### src/rtl/pe_loop_sequencer.sv
// Per-PE loop controller: walks layer -> k -> c -> a -> w, requests the filter/input
// streams for each k-group, issues one index beat per accepted cycle and hands off to the PPU.
module pe_loop_sequencer #(
  parameter int MAX_LAYERS = 4,
  parameter int K_W        = 6,
  parameter int C_W        = 6,
  parameter int A_W        = 10,
  parameter int W_W        = 10,
  parameter int I          = 4,
  parameter int F          = 4,
  localparam int LW        = $clog2(MAX_LAYERS)
) (
  input  logic                  clk,
  input  logic                  rst,
  input  logic                  start,
  input  logic [LW:0]           cfg_num_layers,
  output logic [LW-1:0]         cfg_layer,
  input  logic [K_W-1:0]        cfg_k_count,
  input  logic [C_W-1:0]        cfg_c_count,
  input  logic [W_W-1:0]        cfg_w_count,
  input  logic [A_W-1:0]        cfg_a_count,
  input  logic [(1<<C_W)-1:0]   cfg_sparse_ch,
  input  logic [A_W-1:0]        comp_count,
  output logic                  req_filter_valid,
  output logic                  req_input_valid,
  output logic [K_W-1:0]        req_k,
  input  logic                  filter_done,
  input  logic                  input_done,
  output logic                  issue_valid,
  input  logic                  issue_ready,
  output logic [K_W-1:0]        issue_k,
  output logic [C_W-1:0]        issue_c,
  output logic [A_W-1:0]        issue_a,
  output logic [W_W-1:0]        issue_w,
  output logic                  issue_last,
  output logic                  ppu_start,
  input  logic                  ppu_done,
  output logic                  busy,
  output logic                  done,
  output logic [2:0]            dbg_state
);

  localparam logic [2:0] S_IDLE    = 3'd0;
  localparam logic [2:0] S_STREAM  = 3'd1;
  localparam logic [2:0] S_COMPUTE = 3'd2;
  localparam logic [2:0] S_SKIP    = 3'd3;
  localparam logic [2:0] S_PPU     = 3'd4;
  localparam logic [2:0] S_DONE    = 3'd5;

  localparam logic [W_W:0] F_STEP = (W_W+1)'(F);
  localparam logic [A_W:0] I_STEP = (A_W+1)'(I);

  logic [2:0]   r_state;
  logic [LW:0]  r_layer;
  logic [LW:0]  r_num_layers;
  logic [K_W:0] r_k;
  logic [C_W:0] r_c;
  logic [A_W:0] r_a;
  logic [A_W:0] r_a_lim;
  logic [W_W:0] r_w;
  logic         r_filter_flag;
  logic         r_input_flag;
  logic         r_ch_first;
  logic         r_ppu_first;

  logic [2:0]   w_state;
  logic [LW:0]  w_num_lat;
  logic [A_W:0] w_a_lim_now;
  logic [A_W:0] w_a_lim;
  logic [W_W:0] w_w_next;
  logic [A_W:0] w_a_next;
  logic [C_W:0] w_c_next;
  logic [K_W:0] w_k_next;
  logic [LW:0]  w_l_next;
  logic         w_w_wrap;
  logic         w_a_wrap;
  logic         w_ch_end;
  logic         w_c_last;
  logic         w_k_last;
  logic         w_l_last;
  logic         w_need_input;
  logic         w_filter_have;
  logic         w_input_have;
  logic         w_stream_ok;
  logic         w_accept;

  // comp_count is looked up externally from issue_c, so a new channel's limit is only
  // visible in its first cycle; an empty channel turns that cycle into the SKIP bubble.
  assign w_a_lim_now = cfg_sparse_ch[r_c[C_W-1:0]] ? {1'b0, comp_count} : {1'b0, cfg_a_count};
  assign w_a_lim     = r_ch_first ? w_a_lim_now : r_a_lim;
  assign w_state     = (r_state == S_COMPUTE && r_ch_first && w_a_lim_now == '0) ? S_SKIP : r_state;

  assign w_w_next = r_w + F_STEP;
  assign w_a_next = r_a + I_STEP;
  assign w_c_next = r_c + (C_W+1)'(1);
  assign w_k_next = r_k + (K_W+1)'(1);
  assign w_l_next = r_layer + (LW+1)'(1);

  assign w_w_wrap = (w_w_next >= {1'b0, cfg_w_count});
  assign w_a_wrap = (w_a_next >= w_a_lim);
  assign w_ch_end = w_w_wrap & w_a_wrap;
  assign w_c_last = (w_c_next >= {1'b0, cfg_c_count});
  assign w_k_last = (w_k_next >= {1'b0, cfg_k_count});
  assign w_l_last = (w_l_next >= r_num_layers);

  assign w_need_input  = (r_k == '0);
  assign w_filter_have = r_filter_flag | filter_done;
  assign w_input_have  = r_input_flag | input_done;
  assign w_stream_ok   = w_filter_have & (w_input_have | ~w_need_input);

  // Handshake: a beat transfers on a cycle where issue_valid & issue_ready; while valid is
  // high and ready low every issue_* output holds, and valid never drops before the transfer.
  assign w_accept = (w_state == S_COMPUTE) & issue_ready;

  always_comb begin
    w_num_lat = cfg_num_layers;
    if (cfg_num_layers == '0)
      w_num_lat = (LW+1)'(1);
    else if (cfg_num_layers > (LW+1)'(MAX_LAYERS))
      w_num_lat = (LW+1)'(MAX_LAYERS);
  end

  always_ff @(posedge clk) begin
    if (rst) begin
      r_state       <= S_IDLE;
      r_layer       <= '0;
      r_num_layers  <= '0;
      r_k           <= '0;
      r_c           <= '0;
      r_a           <= '0;
      r_a_lim       <= '0;
      r_w           <= '0;
      r_filter_flag <= 1'b0;
      r_input_flag  <= 1'b0;
      r_ch_first    <= 1'b0;
      r_ppu_first   <= 1'b0;
    end else begin
      case (w_state)
        S_IDLE: begin
          if (start) begin
            r_num_layers  <= w_num_lat;
            r_layer       <= '0;
            r_k           <= '0;
            r_c           <= '0;
            r_a           <= '0;
            r_w           <= '0;
            r_filter_flag <= 1'b0;
            r_input_flag  <= 1'b0;
            r_state       <= S_STREAM;
          end
        end
        S_STREAM: begin
          r_filter_flag <= w_filter_have;
          r_input_flag  <= w_input_have;
          if (w_stream_ok) begin
            r_filter_flag <= 1'b0;
            r_input_flag  <= 1'b0;
            r_ch_first    <= 1'b1;
            r_state       <= S_COMPUTE;
          end
        end
        S_COMPUTE: begin
          if (r_ch_first) begin
            r_a_lim    <= w_a_lim_now;
            r_ch_first <= 1'b0;
          end
          if (w_accept) begin
            if (!w_w_wrap) begin
              r_w <= w_w_next;
            end else begin
              r_w <= '0;
              if (!w_a_wrap) begin
                r_a <= w_a_next;
              end else begin
                r_a <= '0;
                if (w_c_last) begin
                  r_ppu_first <= 1'b1;
                  r_state     <= S_PPU;
                end else begin
                  r_c        <= w_c_next;
                  r_ch_first <= 1'b1;
                end
              end
            end
          end
        end
        S_SKIP: begin
          if (w_c_last) begin
            r_ch_first  <= 1'b0;
            r_ppu_first <= 1'b1;
            r_state     <= S_PPU;
          end else begin
            r_c        <= w_c_next;
            r_ch_first <= 1'b1;
          end
        end
        S_PPU: begin
          r_ppu_first <= 1'b0;
          if (ppu_done) begin
            r_c <= '0;
            r_a <= '0;
            r_w <= '0;
            if (!w_k_last) begin
              r_k     <= w_k_next;
              r_state <= S_STREAM;
            end else if (!w_l_last) begin
              r_layer <= w_l_next;
              r_k     <= '0;
              r_state <= S_STREAM;
            end else begin
              r_state <= S_DONE;
            end
          end
        end
        S_DONE: begin
          r_layer <= '0;
          r_k     <= '0;
          r_state <= S_IDLE;
        end
        default: r_state <= S_IDLE;
      endcase
    end
  end

  assign cfg_layer        = r_layer[LW-1:0];
  assign req_filter_valid = (r_state == S_STREAM);
  assign req_input_valid  = (r_state == S_STREAM) & w_need_input;
  assign req_k            = (r_state == S_STREAM) ? r_k[K_W-1:0] : '0;
  assign issue_valid      = (w_state == S_COMPUTE);
  assign issue_k          = (r_state == S_COMPUTE) ? r_k[K_W-1:0] : '0;
  assign issue_c          = (r_state == S_COMPUTE) ? r_c[C_W-1:0] : '0;
  assign issue_a          = (r_state == S_COMPUTE) ? r_a[A_W-1:0] : '0;
  assign issue_w          = (r_state == S_COMPUTE) ? r_w[W_W-1:0] : '0;
  assign issue_last       = issue_valid & w_ch_end & w_c_last;
  assign ppu_start        = (r_state == S_PPU) & r_ppu_first;
  assign busy             = (r_state != S_IDLE);
  assign done             = (r_state == S_DONE);
  assign dbg_state        = w_state;

endmodule

### config.mk
export PLATFORM = sky130hd
export DESIGN_NAME = pe_loop_sequencer
export DESIGN_NICKNAME = d
export VERILOG_FILES = /design/src/rtl/pe_loop_sequencer.sv
export SDC_FILE = /design/constraint.sdc
export NUM_CORES = 1
export LEC_CHECK = 0
export CORE_MARGIN = 3
export CORE_UTILIZATION = 43
export CTS_BUF_LIST = sky130_fd_sc_hd__clkbuf_2
export CTS_CLUSTER_SIZE = 30
export DETAILED_ROUTE_END_ITERATION = 7
export GPL_ROUTABILITY_DRIVEN = 0
export PLACE_DENSITY = 0.79
export REMOVE_ABC_BUFFERS = 1
export SLEW_MARGIN = 20
export SYNTH_ARGS = -nofsm -noshare
export SYNTH_HDL_FRONTEND = slang
export SYNTH_SLANG_ARGS = --single-unit
### constraint.sdc
create_clock -name clk -period 5.23 [get_ports clk]
set_input_delay 1.046 -clock clk [delete_from_list [all_inputs] [get_ports clk]]
set_output_delay 1.046 -clock clk [all_outputs]
set_load 0.05 [all_outputs]
==> Word-level counts from Yosys, hierarchy flattened <==
Cells that the tools add are included.
{ "totals": {"regBits": 60, "latch_bits": 0, "output_inout_bits": 50, "inputBits": 116, "ramBits": 0, "memories": 0, "romBits": 0} }
{ "op_classes": {"n_reduce_logical": 23, "eq_ne": 18, "bitwise": 11, "mul": 0, "mux": 63, "addsub": 5, "div": 0, "n_shift": 0, "order_cmp": 7} }
{ "op_table": {"columns": ["cell", "n"], "rows": [
  ["11-bit 2-to-1 mux", 8],
  ["11-bit case mux with 3 select lines", 2],
  ["7-bit 2-to-1 mux", 9],
  ["3-bit 2-to-1 mux", 16],
  ["10-bit 2-to-1 mux", 3],
  ["7-bit case mux with 4 select lines", 1],
  ["11-bit by 3-bit adder with 11-bit output (second input constant)", 2],
  ["7-bit case mux with 3 select lines", 1],
  ["6-bit 2-to-1 mux", 3],
  ["3-bit case mux with 5 select lines", 1],
  ["3-bit nonzero test", 5],
  ["7-bit by 1-bit adder with 7-bit output (second input constant)", 2],
  ["7-bit by 6-bit >= comparator with 1-bit output", 2],
  ["1-bit 2-to-1 mux", 13],
  ["3-bit == test (second input constant)", 4],
  ["4-bit AND reduction", 3],
  ["6-bit AND reduction", 2],
  ["11-bit by 10-bit >= comparator with 1-bit output", 1],
  ["11-bit >= comparator", 1],
  ["11-bit logical NOT", 1],
  ["2-bit inequality test (second input constant)", 5],
  ["5-bit AND reduction", 2],
  ["3-bit by 2-bit == test with 1-bit output (second input constant)", 3],
  ["3-bit case mux with 3 select lines", 1],
  ["other kinds (19)", 36]
]} }

==> Logic depth before layout (Yosys ltp) <==
Gate-level depths: netlist of run 1.
{ "logic_depth": {"word_depth": 10, "ltp_mapped": 23} }

==> Least setup slack after synthesis of run 1 <==
No wires, ideal clock.
{ "synth_timing": {"path_kind": "in2out", "from": "in cfg_sparse_ch[3]", "to": "out issue_last", "arrival_time_ns": 4.930, "required_time_ns": 4.184, "cell_stages": 19, "slack_ns": -0.746, "path_cell_list": "mux2i_1 a22oi_1 a211oi_1 nor4_4 mux2i_1 buf_2 mux2i_1 nand2_1 o21ai_0 ha_1 a21o_1 a21o_1 a21o_1 a221o_1 a21oi_1 o21ai_0 or2_1 nand2_1 nor3b_1"} }
{ "synth_between": {"elab_chain_len": 9, "elab_cells_between_ends": 12, "classes_between": "1 x order compare; 1 x eq/ne; 5 x mux; 3 x bitwise; 2 x reduce/logical"} }
{ "synth_rtl": {"columns": ["item", "line_no", "text"], "rows": [
  ["from (decl)", "22", "input logic [(1<<C_W)-1:0] cfg_sparse_ch,"],
  ["1-bit binary-select mux with 6-bit select *", "89", "assign w_a_lim_now = cfg_sparse_ch[r_c[C_W-1:0]] ? {1'b0, comp_count} : {1'b0, cfg_a_count};"],
  ["1-bit 2-to-1 mux (not written as such) *", "89", null],
  ["10-bit 2-to-1 mux *", "89", null],
  ["branches (longest 4 deep; another with 11-bit >= comparator)", null, null],
  ["1-bit bitwise AND * (2 in a row)", "234", "assign issue_last = issue_valid & w_ch_end & w_c_last;"],
  ["to (decl)", "35", "output logic issue_last,"]
]} }
Every way passes the cells marked *. The select of a mux whose other input is x is not followed.

==> Worst setup path in the final report of run 1 <==
{ "layout_timing": {"from": "in cfg_sparse_ch[12]", "to": "out issue_last"} }
The elaborated chain is that of the path after synthesis.

==> key figures, run 1 <==
Synthesis
  • Cell Area, Synth: between 4000 and 5000 µm²
  • Top cells by area, synth: dfxtp_1 22%, mux2i_1 11%, ha_1 9.5%, nor2_1 5.3%, a21oi_1 4.9%
  • Seq/Total Area, Yosys: between 20% and 30%
  • XOR/XNOR Fraction of Synth Area: between 3 and 4%
  • Complex-gate fraction of the synthesized area: 17.6%
  • Largest area contributor in the netlist: dfxtp_1
  • Post-synth EDFFs: 0
  • Synth Flop Type: dfxtp_1
  • Synth Instances: about 650
  • Syn. warnings: 0
  • Seq cells post-synth: between 50 and 60
  • Mux contribution to synthesized area: about 13%
  • Synth cell types: 63
  • Adder and majority gate portion of the synthesized area: 9.52%
  • Main combinational cell family by area after synthesis: simple AND/OR/NAND/NOR gates
  • Post-synthesis average cell area: 7.67 µm²
  • Async SR Flop Fraction: 0%
  • Synth top area share: 22.4%
  • Simple-Gate Fraction of Synth Area: roughly 26%

Routing
  • Via Count: roughly 5400
  • Met3 WL: about 1200 µm
  • M1 wire length: approximately 6600 µm
  • Via density per instance: 5.58
  • WL per Instance: 16.9 µm
  • DRT Pass-1 Iters: 5
  • Met2 routed WL: 8140 µm
  • Drt drc: 0
  • ANT nets after route: 0
  • Number of DRC markers in iteration 0: between 300 and 400
  • Final wirelength: between 15000 and 20000 µm
  • Highest metal used: met4

Critical path
  • Crit-path cells: clkdlybuf4s15_1, mux2i_1, a22oi_2, a21oi_2, nor4_4, mux2i_2, mux2i_1, nand2_1, o21ai_2, ha_1, a21o_1, a21o_1, a21o_1, a221o_1, a21oi_2, o21ai_2, or2_1, nand2_1, nor3b_2, buf_6
  • Most used cell, CP: a21o_1
  • CP top delay family: compound AO/OA/AOI/OAI gates
  • CP Capture Type: output port
  • Buf+Inv Stages, Crit Path: 2
  • CP peak stage delay: between 300 and 400 ps
  • Startpoint Class: input pin
  • Critical path type: input pin to output port
  • Slowest-stage cell, CP: a221o_1
  • Crit-path max FO: 2
  • Required time of the worst setup path: approximately 4200 ps
  • Critical path arrival: between 4000 and 5000 ps

Floorplanning
  • Initial core utilization: 45.1%
  • Num rows: 38
  • Top-level port count: between 150 and 200
  • Die Height: approximately 110 µm
  • Core area: between 10000 and 15000 µm²
  • Die area: approximately 13000 µm²
  • Die span in x: 114 µm

Final layout
  • Most frequent cells in the layout: 93 x clkdlybuf4s50_1, 70 x nor2_1, 53 x dfxtp_1
  • Fill cell count: around 930
  • Final core occ: around 64%
  • Layout area overhead: 42.9%
  • Design Area, Final: ~7100 µm²
  • Layout cells sized above 1: roughly a fifth
  • Most common cell after layout, fill and taps aside: clkdlybuf4s50_1
  • Antenna diodes: 0
  • Nets: 984

GRT
  • Largest net degree at the start of global routing: 32
  • Tot GR Track Use: around 23%
  • GRT Residual Overflow: 0
  • Vias in the first global route: 5286
  • Antenna violations before repair: 0
  • First-pass GRT wire length: 24800 µm

Place
  • # port buffers: between 150 and 200
  • HPWL Detailed: 12200 µm
  • Dpl cell area: 6740 µm²

Pwr
  • Lkg Pwr: around 3.0 nW
  • Peak supply drop: 183 µV
  • Pwr dens: 280 nW/µm²

STA
  • Final hold violations: 0
  • Setup violators final: 4
  • Fin Setup TNS: -543 ps
  • Post-route setup slack: -402 ps
  • Relative slew margins: 26.7%
  • RSZ-0062 raised after global routing: yes
  • Fin crit share: 108%
  • Final Critical Period: between 5000 and 6000 ps
  • F_max: between 0.15 and 0.2 GHz
  • Worst-margin pin slew: between 1000 and 1500 ps
  • Final Skew: between 20 and 25 ps
  • Max-slew violations: 0

Status
  • Status: complete, but fails checks
  • Violated checks: setup timing

Clocking
  • CTS buffer count: 5
  • CTS tree: done
  • Clock Pin Slew Worst Setup and Hold Paths: around 250 ps
  • Worst-case clock buffer depth: 2
  • H-tree lvl count: 2
  • Worst skew pair latency: 450 ps
  • Clock root cell: clkbuf_2
  • CTS sink count: 56

Worst hold path
  • Hold Crit Class: flop to flop

Flow run
  • Max_cap viols: 0
-- where the power goes --
| group | leakage [nW] | internal, mW | switching [mW] |
|---|---|---|---|
| registers | 0.455 | 0.456 | 0.0569 |
| clock network | 0.0306 | 0.0357 | 0.137 |
| logic | 2.52 | 0.602 | 0.713 |
-- per-layer routing --
| layer | vias to the layer above | GRT usage (%) |
|---|---|---|
| met5 | - | 0 |
| met4 | 0 | 7.92 |
| met3 | 43 | 3.66 |
| met2 | 248 | 42.0 |
| met1 | 2506 | 27.5 |
| li1 | 2622 | - |
-- synthesized netlist by cell type, types with 7 or more instances --
library cell  instances
a211oi_1              7
nand3_1              23
nor2b_1               7
nor2_1               70
buf_4                 8
mux2i_1              53
a21oi_1              49
dfxtp_1              56
nand2b_1              9
a21o_1               14
and2_1               35
a22oi_1              20
nand2_1              52
nor3_1               10
ha_1                 38
xnor2_1              10
mux2_2                9
o21ai_0              17
clkbuf_1             23
xor2_1               11
inv_1                44
-- kinds of logic (layout without fill, tap and decap cells) --
| logic type | count (synthesis) | count (layout) |
|---|---|---|
| flip-flops | 56 | 56 |
| other | 1 | 4 |
| adder cells (fa/ha/maj) | 38 | 38 |
| multiplexers | 63 | 63 |
| AND/OR/NAND/NOR | 252 | 252 |
| AO/OA/AOI/OAI | 134 | 134 |
| buffers and inverters | 86 | 263 |
| XOR/XNOR | 21 | 21 |
-- layout make-up --
class                      instances  area [µm²]  area share [%]
multi-input combinational        512        3710            52.0
inverter                          46         173            2.42
timing repair buffer             209        1900            26.7
sequential                        56        1130            15.9
tap                              140         175            2.45
clock inverter                     1        3.75          0.0526
clock buffer                       7        35.0           0.491
-- path summary, 6_finish.rpt --
check                         start     endpoint  slack [ps]  depth (start not counted)
setup / recovery  cfg_sparse_ch[12]   issue_last        -400                         20
hold / removal          r_ppu_first  r_ppu_first         470                          2
setup reg to reg             r_c[0]       r_c[4]         -20                         29
hold reg to reg         r_ppu_first  r_ppu_first         470                          2
-- tightest hold or removal path, delay by kind of cell, from the launching register on --
family | cells | cell delay [ps]
flip-flops | 1 | 370
AND/OR/NAND/NOR | 1 | 50
AO/OA/AOI/OAI | 1 | 50
-- metrics by stage --
stage                     cells  worst slack (ps)  power (mW)  hold WS, ps
final                       971              -402        2.00          470
after global routing        971              -627        2.11          492
after CTS                   957              -206        1.82          474
after detailed placement    935              -824        1.53          447
after global placement      935              -740        1.50          435
after floorplan             614             -1730        1.16          421
-- flip-flops by register name, indices dropped and copies added, names as in the netlist, 3 cells and up --
register      flops
r_k               7
r_c               7
r_a               9
r_num_layers      3
r_layer           3
r_state           3
r_w               9
r_a_lim          11
-- what timing repair did --
action | in CTS | in global routing
gates resized for setup | 169 | 53
endpoints found under the hold margin | 0 | 0
pin swaps | 45 | 28
gates cloned | 0 | 2
hold buffers | 0 | 0
endpoints found under the setup margin | 1 | 19
setup buffers | 15 | 12
No activity file was read; power rests on OpenSTA's default activity.
==> inputs of run 2 (changes only) <==
Settings changed: CORE_MARGIN 3 to 4.
==> key figures, run 2 (synthesis results as in run 1) <==
Status
  • Status: complete, but fails checks
  • Violated checks: setup timing

GRT
  • GRT Residual Overflow: 0
  • Largest net degree at the start of global routing: 30
  • Tot GR Track Use: a little over a fifth
  • Antenna violations before repair: 0
  • First-pass GRT wire length: 23500 µm
  • Vias in the first global route: around 5100

STA
  • Final Critical Period: between 5000 and 6000 ps
  • Fin crit share: 105%
  • Max-slew violations: 0
  • F_max: roughly 0.18 GHz
  • Worst-margin pin slew: between 1000 and 1500 ps
  • RSZ-0062 raised after global routing: yes
  • Post-route setup slack: -273 ps
  • Final Skew: around 45 ps
  • Hold slack: between 400 and 500 ps
  • Setup violators final: 1
  • Relative slew margins: about a quarter
  • Final hold violations: 0

Critical path
  • Crit path launch: cfg_sparse_ch[32]
  • R2R Setup Slk: ~780 ps
  • Most used cell, CP: a21o_1
  • Startpoint Class: input pin
  • Crit-path cells: clkdlybuf4s15_1, mux2i_1, a22oi_1, a211oi_2, nor4_4, mux2i_2, mux2i_1, nand2_1, o21ai_2, ha_1, a21o_1, a21o_1, a21o_1, a221o_1, a21oi_2, o21ai_2, or2_1, nand2_1, nor3b_2, buf_6
  • Crit path depth: 20
  • Buf+Inv Stages, Crit Path: 2
  • Required time of the worst setup path: between 4000 and 5000 ps
  • CP top delay family: compound AO/OA/AOI/OAI gates
  • Critical path arrival: about 4500 ps
  • R2R cell count: 21
  • CP peak stage delay: ~370 ps
  • Slowest-stage cell, CP: a221o_1
  • Critical path type: input pin to output port
  • CP Capture Type: output port
  • FF-to-FF Start: r_c[0]
  • Reg2Reg Capture Point: r_c[2]
  • Crit-path max FO: 2

Routing
  • Final wirelength: 15400 µm
  • Drt drc: 0
  • ANT nets after route: 0
  • Via density per instance: 5.45
  • WL per Instance: 16.1 µm
  • Number of DRC markers in iteration 0: between 200 and 250
  • DRT Pass-1 Iters: 5
  • Via Count: roughly 5200

Clocking
  • H-tree lvl count: 2
  • Clock Pin Slew Worst Setup and Hold Paths: 250 ps
  • Worst-case clock buffer depth: 2
  • CTS buffer count: 5
  • Worst skew pair latency: 460 ps
  • CTS tree: done
  • CTS sink count: 56
  • Clock root cell: clkbuf_2

Flow run
  • Max_cap viols: 0

Pwr
  • Total chip power: approximately 1.8 mW
  • Pwr dens: 256 nW/µm²
  • Lkg Pwr: roughly 2.9 nW
  • Peak supply drop: around 220 µV

Floorplanning
  • Die area: ~13000 µm²
  • Top-level port count: between 150 and 200
  • Num rows: 39
  • Die Height: approximately 120 µm
  • Initial core utilization: between 40% and 50%
  • Die span in x: about 120 µm
  • Core area: approximately 11000 µm²

Final layout
  • Layout area overhead: 38.3%
  • Sequential Area: ~1100 µm²
  • Most common cell after layout, fill and taps aside: clkdlybuf4s50_1
  • Antenna diodes: 0
  • Most frequent cells in the layout: 93 x clkdlybuf4s50_1, 70 x nor2_1, 53 x dfxtp_1
  • Layout cells sized above 1: about an eighth
  • Nets: 966
  • Top flop regs: r_a_lim x11, r_a x9, r_w x9
  • Fill cell count: 990
  • Biggest register: r_a_lim
  • Max reg flops: 11
  • Final core occ: around three fifths
  • Multi-input gate area: around 3600 µm²

Worst hold path
  • Hold Crit Class: flop to flop
  • Hold Path Depth: 2
  • WHS Endpoint: r_ppu_first
  • HP Start: r_ppu_first

Place
  • Pre-CTS WS: -746 ps
  • HPWL Detailed: 11800 µm
  • # port buffers: ~160
[run 2: area by class of cell]
class,count,share of cell area (%)
sequential,56,16.4
inverter,46,2.50
tap,143,2.59
multi-input combinational,512,52.1
clock buffer,5,0.362
clock inverter,2,0.181
timing repair buffer,191,25.9
[run 2: timing repair]
action	4_1_cts	5_1_grt
gates resized for setup	132	11
hold buffers	0	0
endpoints found under the setup margin	1	1
pin swaps	40	16
endpoints found under the hold margin	0	0
buffers inserted	5	2
gates cloned	0	2
[run 2: where the power goes]
group          internal, mW  switching [mW]
Sequential            0.456          0.0578
Combinational         0.453           0.632
Clock                0.0294           0.139
Total                 0.939           0.829
[run 2: layer usage]
layer	vias up	part of all wire, %	track usage, %
li1	2577	-	-
met1	2412	40	25.2
met2	183	50	39.3
met3	33	7.1	4.13
met4	0	2.6	6.11
met5	-	0	0
[run 2: through the flow]
step                instances  cell area, µm²  setup TNS (ps)
floorplan                 614            4790           -9350
global placement          940            6750            -815
detailed placement        940            6750           -1590
CTS                       951            6820            -210
global route              955            6910            -457
finish                    955            6910            -273
[run 2: worst reg2reg max path, stage by stage, from the launching register on]
cell and delay (ps):
dfxtp_4 450, buf_6 140, mux2i_1 230, a22oi_1 130
a211oi_2 350, nor4_4 60, mux2i_2 270, mux2i_1 230
nand2_1 80, o21ai_2 120, ha_1 280, a21o_1 170
a21o_1 150, a21o_1 170, a221o_1 370, a21oi_2 160
o21ai_2 60, buf_4 140, o2bb2ai_1 110, a21o_1 330
o21a_1 180, o32ai_2 200
[run 2: how the worst max path moves through the flow]
| stage | end |
|---|---|
| after floorplan | issue_last |
| after global placement | issue_last |
| after detailed placement | issue_last |
| after CTS | issue_last |
| after global routing | issue_last |
| final | issue_last |
==> inputs of run 3 (changes only) <==
Settings changed: CAP_MARGIN from default to 10, GPL_TIMING_DRIVEN from default to 0.
==> key figures, run 3 (synthesis results as in run 1) <==
STA
  • RSZ-0062 raised after global routing: yes
  • Fin crit share: 103%
  • Relative slew margins: about a third
  • Final Skew: around 30 ps
  • Final hold violations: 0
  • Fin Setup TNS: -182 ps
  • Worst-margin pin slew: 974 ps
  • Max-slew violations: 0
  • Hold slack: about 470 ps
  • Setup violators final: 1
  • Post-route setup slack: -182 ps
  • Final Critical Period: approximately 5400 ps
  • F_max: about 0.18 GHz

Clocking
  • Clock root cell: clkbuf_2
  • Worst-case clock buffer depth: 2
  • Worst skew pair latency: about 460 ps
  • Clock Pin Slew Worst Setup and Hold Paths: 320 ps
  • Hold-fix buffers, CTS: 0
  • CTS sink count: 56
  • H-tree lvl count: 2
  • CTS tree: done
  • CTS buffer count: 5

Routing
  • DRT Pass-1 Iters: 4
  • Via density per instance: about 5.4
  • Number of DRC markers in iteration 0: around 250
  • Final wirelength: between 15000 and 20000 µm
  • ANT nets after route: 0
  • Via Count: 5124
  • Drt drc: 0
  • WL per Instance: ~16 µm

GRT
  • GRT Residual Overflow: 0
  • Antenna violations before repair: 0
  • First-pass GRT wire length: ~24000 µm
  • Largest net degree at the start of global routing: 37
  • Vias in the first global route: about 5000
  • Tot GR Track Use: 21.9%

Final layout
  • Design Area, Final: roughly 7000 µm²
  • Nets: ~960
  • Fill cell count: just over 1000
  • Layout area overhead: 40.7%
  • Biggest register: r_a_lim
  • Most frequent cells in the layout: 94 x clkdlybuf4s50_1, 68 x nor2_1, 52 x nand2_1, 52 x dfxtp_1, 47 x mux2i_1
  • Max reg flops: 11
  • Antenna diodes: 0
  • Top flop regs: r_a_lim x11, r_a x9, r_w x9
  • Layout cells sized above 1: approximately 14%
  • Most common cell after layout, fill and taps aside: clkdlybuf4s50_1

Critical path
  • Required time of the worst setup path: ~4200 ps
  • Crit-path max FO: 6
  • Critical path type: input pin to output port
  • Crit-path cells: clkdlybuf4s15_1, mux2i_2, a22oi_1, a21oi_2, nor4_4, mux2i_4, buf_6, mux2i_1, nand2_1, o21ai_2, ha_1, a21o_1, a21o_1, a221o_1, a21oi_2, o21ai_2, or2_1, nand2_1, nor3b_2, buf_6
  • Slowest-stage cell, CP: a221o_1
  • CP peak stage delay: approximately 330 ps
  • Critical path arrival: about 4400 ps
  • CP Capture Type: output port
  • Startpoint Class: input pin

Status
  • Status: complete, but fails checks
  • Violated checks: setup timing

Floorplanning
  • Die area: between 10000 and 15000 µm²
  • Core area: roughly 11000 µm²
  • Initial core utilization: 43.8%
  • Num rows: 39
  • Die Height: 116 µm
  • Top-level port count: 166
  • Die span in x: between 100 and 150 µm

Pwr
  • Lkg Pwr: 2.91 nW
  • Clk pwr share: between 10% and 20%
  • Total chip power: around 1.9 mW
  • Sw Pwr: about 0.85 mW
  • Peak supply drop: between 200 and 250 µV
  • Internal power: roughly 1.0 mW
  • Sw frac: between 40% and 50%
  • Comb power frac: about three fifths
  • Pwr dens: about 270 nW/µm²
  • Register share of total power: about 28%

Worst hold path
  • Hold Crit Class: flop to flop

Place
  • Pre-CTS WS: -2050 ps
  • HPWL Detailed: between 10000 and 15000 µm
  • # port buffers: between 150 and 200
  • Dpl cell area: 6650 µm²

Flow run
  • Max_cap viols: 0
-- run 3: power by group through the flow --
stage | combinational, mW | sequential (mW) | clock [mW]
finish | 1.12 | 0.518 | 0.229
global route | 1.21 | 0.524 | 0.252
floorplan | 0.623 | 0.535 | 0
CTS | 1.10 | 0.514 | 0.238
global placement | 0.923 | 0.530 | 0
detailed placement | 0.979 | 0.523 | 0
-- run 3: what timing repair did --
action                     in CTS  in global routing
buffers inserted               15                  2
pin swaps                      44                  6
gates cloned                    1                  0
setup endpoints to repair      21                  2
gates resized for setup       175                 14
-- run 3: worst max-delay path, delay by kind of cell --
family	cells	cell delay, ps
and+or+nand+nor	5	510
AOI/OAI and AO/OA	8	1360
adders and majority gates	1	270
muxes	3	650
buffers and inverters	3	500
-- run 3: routing by layer --
metal	routed length, µm	up-vias	track usage, %
li1	-	2564	-
met1	6310	2379	26.8
met2	7640	158	40.0
met3	998	23	3.50
met4	275	0	5.41
met5	0	-	0
-- run 3: area by class of cell --
type | count | area (µm²) | area share (%)
timing repair buffer | 182 | 1720 | 24.5
sequential | 56 | 1130 | 16.1
multi-input combinational | 512 | 3750 | 53.4
tap | 143 | 179 | 2.55
clock buffer | 5 | 25.0 | 0.356
inverter | 46 | 173 | 2.46
clock inverter | 3 | 47.5 | 0.676
-- run 3: path summary, 6_finish.rpt --
| kind | start | end | slack (ps) | cells after the start |
|---|---|---|---|---|
| max | cfg_sparse_ch[18] | issue_last | -180 | 20 |
| min | r_ppu_first | r_ppu_first | 470 | 2 |
| max reg2reg | r_c[0] | r_a[3] | 790 | 21 |
| min reg2reg | r_ppu_first | r_ppu_first | 470 | 2 |
-- run 3: stage by stage --
step | std cells | util [%]
floorplan | 614 | -
global placement | 918 | 57.7
detailed placement | 921 | 58.2
CTS | 945 | 61.2
global route | 947 | 61.6
finish | 947 | 61.6
